## config.mk

```make
export PLATFORM = sky130hd
export DESIGN_NAME = alu_issue_ctrl
export DESIGN_NICKNAME = d
export VERILOG_FILES = /design/src/rtl/alu_pkg.sv /design/src/rtl/alu_issue_ctrl_mult_cycle_counter.sv /design/src/rtl/alu_issue_ctrl.sv
export SDC_FILE = /design/constraint.sdc
export NUM_CORES = 1
export LEC_CHECK = 0
export BUFFER_PORTS_ARGS = -buffer_cell sky130_fd_sc_hd__buf_2
export CORE_MARGIN = 1.5
export CORE_UTILIZATION = 47
export DETAILED_ROUTE_END_ITERATION = 6
export HOLD_SLACK_MARGIN = 0.15
export MAX_ROUTING_LAYER = met4
export PLACE_DENSITY_LB_ADDON = 0.12
export SYNTH_ARGS = -nofsm -noshare
export SYNTH_HDL_FRONTEND = slang
export SYNTH_SLANG_ARGS = --single-unit
export TNS_END_PERCENT = 5
```

## constraint.sdc

```tcl
create_clock -name clk -period 2.1 [get_ports clk]
set_input_delay 0.315 -clock clk [delete_from_list [all_inputs] [get_ports clk]]
set_output_delay 0.315 -clock clk [all_outputs]
set_load 0.02 [all_outputs]
```

## src/rtl/alu_pkg.sv

```systemverilog
// Shared definitions for the ALU issue controller: opcode encodings and FSM states.
package alu_pkg;

  // ALU opcode encodings; the controller only passes these through.
  localparam logic [2:0] ALU_ADD  = 3'b000;
  localparam logic [2:0] ALU_SUB  = 3'b001;
  localparam logic [2:0] ALU_MULT = 3'b010;
  localparam logic [2:0] ALU_XOR  = 3'b011;
  localparam logic [2:0] ALU_AND  = 3'b100;
  localparam logic [2:0] ALU_OR   = 3'b101;
  localparam logic [2:0] ALU_SLT  = 3'b110;
  localparam logic [2:0] ALU_NOR  = 3'b111;

  // Issue controller states.
  typedef enum logic [1:0] {
    ST_IDLE = 2'b00,
    ST_EXEC = 2'b01,
    ST_MULT = 2'b10,
    ST_DONE = 2'b11
  } state_t;

endpackage

```

## src/rtl/alu_issue_ctrl_mult_cycle_counter.sv

```systemverilog
// Counts the cycles of one multiply: cleared on load, advances while enabled,
// flags its final count so the controller knows the product is ready.
module mult_cycle_counter #(
  parameter int MULT_CYCLES = 32
) (
  input  logic clk,
  input  logic rst,
  input  logic load,
  input  logic en,
  output logic tc
);

  // A single-cycle multiplier still needs a one-bit counter.
  localparam int CNT_W = (MULT_CYCLES > 1) ? $clog2(MULT_CYCLES) : 1;
  localparam logic [CNT_W-1:0] LAST = CNT_W'(MULT_CYCLES - 1);

  logic [CNT_W-1:0] count_q;
  logic [CNT_W-1:0] count_d;

  assign tc = (count_q == LAST);

  // Next count: load clears, enable advances and wraps after the last count.
  always_comb begin
    count_d = count_q;
    if (load) begin
      count_d = '0;
    end else if (en) begin
      count_d = tc ? '0 : count_q + 1'b1;
    end
  end

  // Count register with asynchronous active-low clear.
  always_ff @(posedge clk or negedge rst) begin
    if (!rst) begin
      count_q <= '0;
    end else begin
      count_q <= count_d;
    end
  end

endmodule

```

## src/rtl/alu_issue_ctrl.sv

```systemverilog
// Issue controller sitting between a valid/ready request stream and an ALU
// with a sequential multiplier: latches operands, waits one cycle (or the
// multiplier duration), captures the result and holds it until taken.
module alu_issue_ctrl
  import alu_pkg::*;
#(
  parameter int         MULT_CYCLES = 32,
  parameter logic [2:0] OP_MULT     = ALU_MULT
) (
  input  logic        clk,
  input  logic        rst,
  input  logic        in_valid,
  output logic        in_ready,
  input  logic [31:0] in_a,
  input  logic [31:0] in_b,
  input  logic [2:0]  in_op,
  output logic [31:0] alu_a,
  output logic [31:0] alu_b,
  output logic [2:0]  alu_op,
  output logic        alu_rst,
  input  logic [31:0] alu_result,
  output logic        out_valid,
  input  logic        out_ready,
  output logic [31:0] out_result,
  output logic [2:0]  out_op,
  output logic        busy
);

  state_t      state_q, state_d;
  logic [31:0] alu_a_q, alu_a_d;
  logic [31:0] alu_b_q, alu_b_d;
  logic [2:0]  alu_op_q, alu_op_d;
  logic        alu_rst_q, alu_rst_d;
  logic [31:0] out_result_q, out_result_d;
  logic [2:0]  out_op_q, out_op_d;
  logic        out_valid_q, out_valid_d;
  logic        busy_q, busy_d;
  logic        accept;
  logic        mult_tc;

  // Ready in IDLE, or in DONE when the held result is being taken this cycle.
  assign in_ready = (state_q == ST_IDLE) || ((state_q == ST_DONE) && out_ready);
  assign accept   = in_valid && in_ready;

  mult_cycle_counter #(
    .MULT_CYCLES (MULT_CYCLES)
  ) u_mult_cnt (
    .clk  (clk),
    .rst  (rst),
    .load (accept),
    .en   (state_q == ST_MULT),
    .tc   (mult_tc)
  );

  // Next-state and next-output logic; every output is registered from here.
  always_comb begin
    state_d      = state_q;
    alu_a_d      = alu_a_q;
    alu_b_d      = alu_b_q;
    alu_op_d     = alu_op_q;
    alu_rst_d    = 1'b0;
    out_result_d = out_result_q;
    out_op_d     = out_op_q;

    unique case (state_q)
      ST_EXEC: begin
        state_d      = ST_DONE;
        out_result_d = alu_result;
        out_op_d     = alu_op_q;
      end
      ST_MULT: begin
        if (mult_tc) begin
          state_d      = ST_DONE;
          out_result_d = alu_result;
          out_op_d     = alu_op_q;
        end
      end
      ST_DONE: begin
        if (out_ready && !accept) begin
          state_d = ST_IDLE;
        end
      end
      default: begin
        state_d = ST_IDLE;
      end
    endcase

    // A new request overrides whatever the current state chose (back-to-back from DONE).
    if (accept) begin
      alu_a_d   = in_a;
      alu_b_d   = in_b;
      alu_op_d  = in_op;
      alu_rst_d = (in_op == OP_MULT);
      state_d   = (in_op == OP_MULT) ? ST_MULT : ST_EXEC;
    end

    out_valid_d = (state_d == ST_DONE);
    busy_d      = (state_d != ST_IDLE);
  end

  // State and registered outputs, cleared asynchronously so a pending op is dropped.
  always_ff @(posedge clk or negedge rst) begin
    if (!rst) begin
      state_q      <= ST_IDLE;
      alu_a_q      <= '0;
      alu_b_q      <= '0;
      alu_op_q     <= '0;
      alu_rst_q    <= 1'b0;
      out_result_q <= '0;
      out_op_q     <= '0;
      out_valid_q  <= 1'b0;
      busy_q       <= 1'b0;
    end else begin
      state_q      <= state_d;
      alu_a_q      <= alu_a_d;
      alu_b_q      <= alu_b_d;
      alu_op_q     <= alu_op_d;
      alu_rst_q    <= alu_rst_d;
      out_result_q <= out_result_d;
      out_op_q     <= out_op_d;
      out_valid_q  <= out_valid_d;
      busy_q       <= busy_d;
    end
  end

  assign alu_a      = alu_a_q;
  assign alu_b      = alu_b_q;
  assign alu_op     = alu_op_q;
  assign alu_rst    = alu_rst_q;
  assign out_result = out_result_q;
  assign out_op     = out_op_q;
  assign out_valid  = out_valid_q;
  assign busy       = busy_q;

endmodule

```

==> flow_summary.yaml <==
yosys:
  synth_edf_count: 0
  ys_ff_latch: 112
  syn_inst: 264
  seq_area_frac_synth: 0.590
  synth-main-ff-cell: "dfrtp_1"
  syn_nets: 369
  syn_area_per_cell_um2: 18.0
  yosys_warnings: 0
  synthArstFlopShare: 1.00
  netlist_area_mm2: 0.00475
  ys_types: 27
place:
  place.gp.congestion: 0.767
  io_buffers: 208
  place_hpwl_mm: 7.23
timing:
  maxSlewHeadroom: 0.642
  rsz0062_at_grt: "no"
  slew_viol_final: 0
  fmax_ghz: 0.506
  setup_tns_ns: 0
  worstMarginPinSlew_ns: 0.537
  finalSetupViolCount: 0
  fin_crit_sh: 0.942
  period_needed_ns: 1.98
  fin_skew_ns: 0.0108
  finalHoldViolations: 0
floorplanning:
  rows: 36
  die_w_um: 104
  io_pins: 209
  die_h_um: 104
  die_area_mm2: 0.0107
  start_util: 0.486
  fp.coreArea_mm2: 0.00977
worst_hold_path:
  hp-class: "input port to flip-flop"
  hp-start: "alu_result[23]"
  hold_depth: 2
  holdPathEnd: "out_result[23]$_DFFE_PN0P_"
cts:
  cts-root-buf: "clkbuf_8"
  cts_made_buffers: 9
  clock_sinks: 112
  htreeDepth: 3
  post_cts_buffers: 0
  ctsLongestPathBuffers: 2
  cts_tree: "yes"
  insertion_delay_ns: 0.36
  ctsResizeCount: 0
  clk_pin_slew_ns: 0.10
critical_path:
  end_kind: "flip-flop"
  r2r-end: "out_result[2]$_DFFE_PN0P_"
  rr_worst_depth: 6
  cp_max_fo: 35
  arrival_ns: 2.22
  critPathKind: "flip-flop to flip-flop"
  r2r_slack_ns: 0.12
  cp-start-kind: "flip-flop"
  cp.required_ns: 2.35
  worstReg2RegStart: "u_mult_cnt.count_q[0]$_DFFE_PN0P_"
drt:
  firstDrtPassIters: 4
  vias_per_cell: 4.72
  met2WireLength_mm: 4.62
  routed_wl_mm: 9.81
  wirelength_met1_mm: 4.33
  wl_per_cell_um: 15.6
  drt_iter0_drc: 77
  routed.top_layer: "met4"
  num_vias: 2962
  drc: 0
  routed-wl-met3_um: 593
  antenna_left: 0
final_layout:
  layout.nets: 595
  area_growth_pct: 30.2
  drive_above_1_share: 0.683
  fill_cells: 762
  n_antenna_cell: 0
power_and_ir_drop:
  leakage_nw: 3.19
  ir_worst_vdd_uv: 834
  finalPower_w: 0.0105
  power.density_cell_area_mw_per_mm2: 1700
flow_run:
  maxCapViolations: 0
grt:
  grt_overflow: 0
  grt_pass1_vias: 3080
  grt_start_max_net_pins: 46
  grt_use_total: 0.194
  grt_pass1_wl_mm: 15.9
  antenna_found_initial: 0
status:
  status: "finished clean"
worst max-delay path, stage by stage, from the launching register on:
cell	delay, ns
dfrtp_1	0.43
ha_1	0.24
and3_1	0.19
ha_1	0.26
a21o_2	0.23
buf_12	0.19
mux2_4	0.32
per-layer routing:
metal | track usage | vias to the layer above
met3 | 0.0466 | 23
met5 | - | -
met4 | 0.0784 | 0
met2 | 0.296 | 142
met1 | 0.252 | 1414
li1 | - | 1383
cells in the final DEF (no fill, tap or decap), types with 2 or more instances in the layout:
| cell | synthesis | layout |
|---|---|---|
| clkbuf_8 | 0 | 12 |
| buf_2 | 0 | 207 |
| or3_1 | 2 | 2 |
| buf_4 | 0 | 5 |
| buf_12 | 7 | 4 |
| dlygate4sd3_1 | 0 | 12 |
| nor2_1 | 2 | 2 |
| mux2_4 | 94 | 94 |
| a21oi_1 | 5 | 5 |
| nand2_1 | 6 | 6 |
| o21ai_0 | 2 | 2 |
| ha_1 | 2 | 2 |
| mux2_2 | 8 | 8 |
| nand3_1 | 2 | 2 |
| inv_6 | 0 | 2 |
| clkinv_4 | 0 | 2 |
| dfrtp_1 | 112 | 112 |
power breakdown:
group	switching (W)	leakage, nW	internal, W	total [W]
combinational	0.00271	1.76	0.00274	0.00545
clock	0.000702	0.104	0.000543	0.00124
sequential	0.000588	1.33	0.00324	0.00382
sequential cells by signal, indices dropped and copies added (netlist names):
name,flops
u_mult_cnt.count_q,5
out_result,32
out_valid,1
out_op,3
alu_a,32
alu_b,32
alu_op,3
busy,1
state_q,2
alu_rst,1
through the flow:
step | worst slack, ns | area (µm²) | util | instances | hold WS, ns
floorplan | 0.225 | 4750 | - | 264 | 0.0194
global placement | 0.190 | 5860 | 0.600 | 600 | 0.339
detailed placement | 0.125 | 5860 | 0.600 | 600 | 0.340
CTS | 0.122 | 6070 | 0.621 | 617 | 0.152
global route | 0.0188 | 6180 | 0.633 | 628 | 0.150
finish | 0.123 | 6180 | 0.633 | 628 | 0.178
kinds of logic after synthesis:
family,count (synthesis),share of synthesized area
AOI/OAI and AO/OA,13,0.0171
adders and majority gates,2,0.00527
buffers and inverters,13,0.0437
DFF,112,0.590
muxes,102,0.316
and+or+nand+nor,22,0.0279
synth_stat cells, drive strengths merged (2+ instances only):
cell   number  area, µm²
buf        13        208
dfrtp     112       2800
nand3       2       10.0
a21o        2       15.0
nand2       6       22.5
and2b       2       17.5
mux2      102       1500
o21ai       2       10.0
a21oi       5       25.0
nor2        2       7.51
ha          2       25.0
and3        2       17.5
or3         2       12.5
final cells by class:
| cell class | count | area (µm²) | area share |
|---|---|---|---|
| multi-input combinational | 139 | 1740 | 0.282 |
| clock inverter | 4 | 35.0 | 0.00566 |
| timing repair buffer | 228 | 1270 | 0.206 |
| clock buffer | 12 | 165 | 0.0267 |
| tap | 133 | 166 | 0.0269 |
| sequential | 112 | 2800 | 0.453 |
what timing repair did:
action | CTS | global route
hold endpoints to repair | 38 | 11
setup endpoints to repair | 0 | 0
hold buffers | 1 | 11
worst max-delay path by stage:
stage                                           start                         end  slack, ns  depth (start not counted)
floorplan           u_mult_cnt.count_q[0]$_DFFE_PN0P_  out_result[10]$_DFFE_PN0P_       0.23                          7
global placement    u_mult_cnt.count_q[0]$_DFFE_PN0P_  out_result[22]$_DFFE_PN0P_       0.19                          6
detailed placement  u_mult_cnt.count_q[0]$_DFFE_PN0P_  out_result[31]$_DFFE_PN0P_       0.12                          6
CTS                 u_mult_cnt.count_q[0]$_DFFE_PN0P_  out_result[31]$_DFFE_PN0P_       0.12                          6
global route        u_mult_cnt.count_q[0]$_DFFE_PN0P_  out_result[31]$_DFFE_PN0P_       0.02                          6
finish              u_mult_cnt.count_q[0]$_DFFE_PN0P_   out_result[2]$_DFFE_PN0P_       0.12                          6
(Power assumes the default switching activity.)
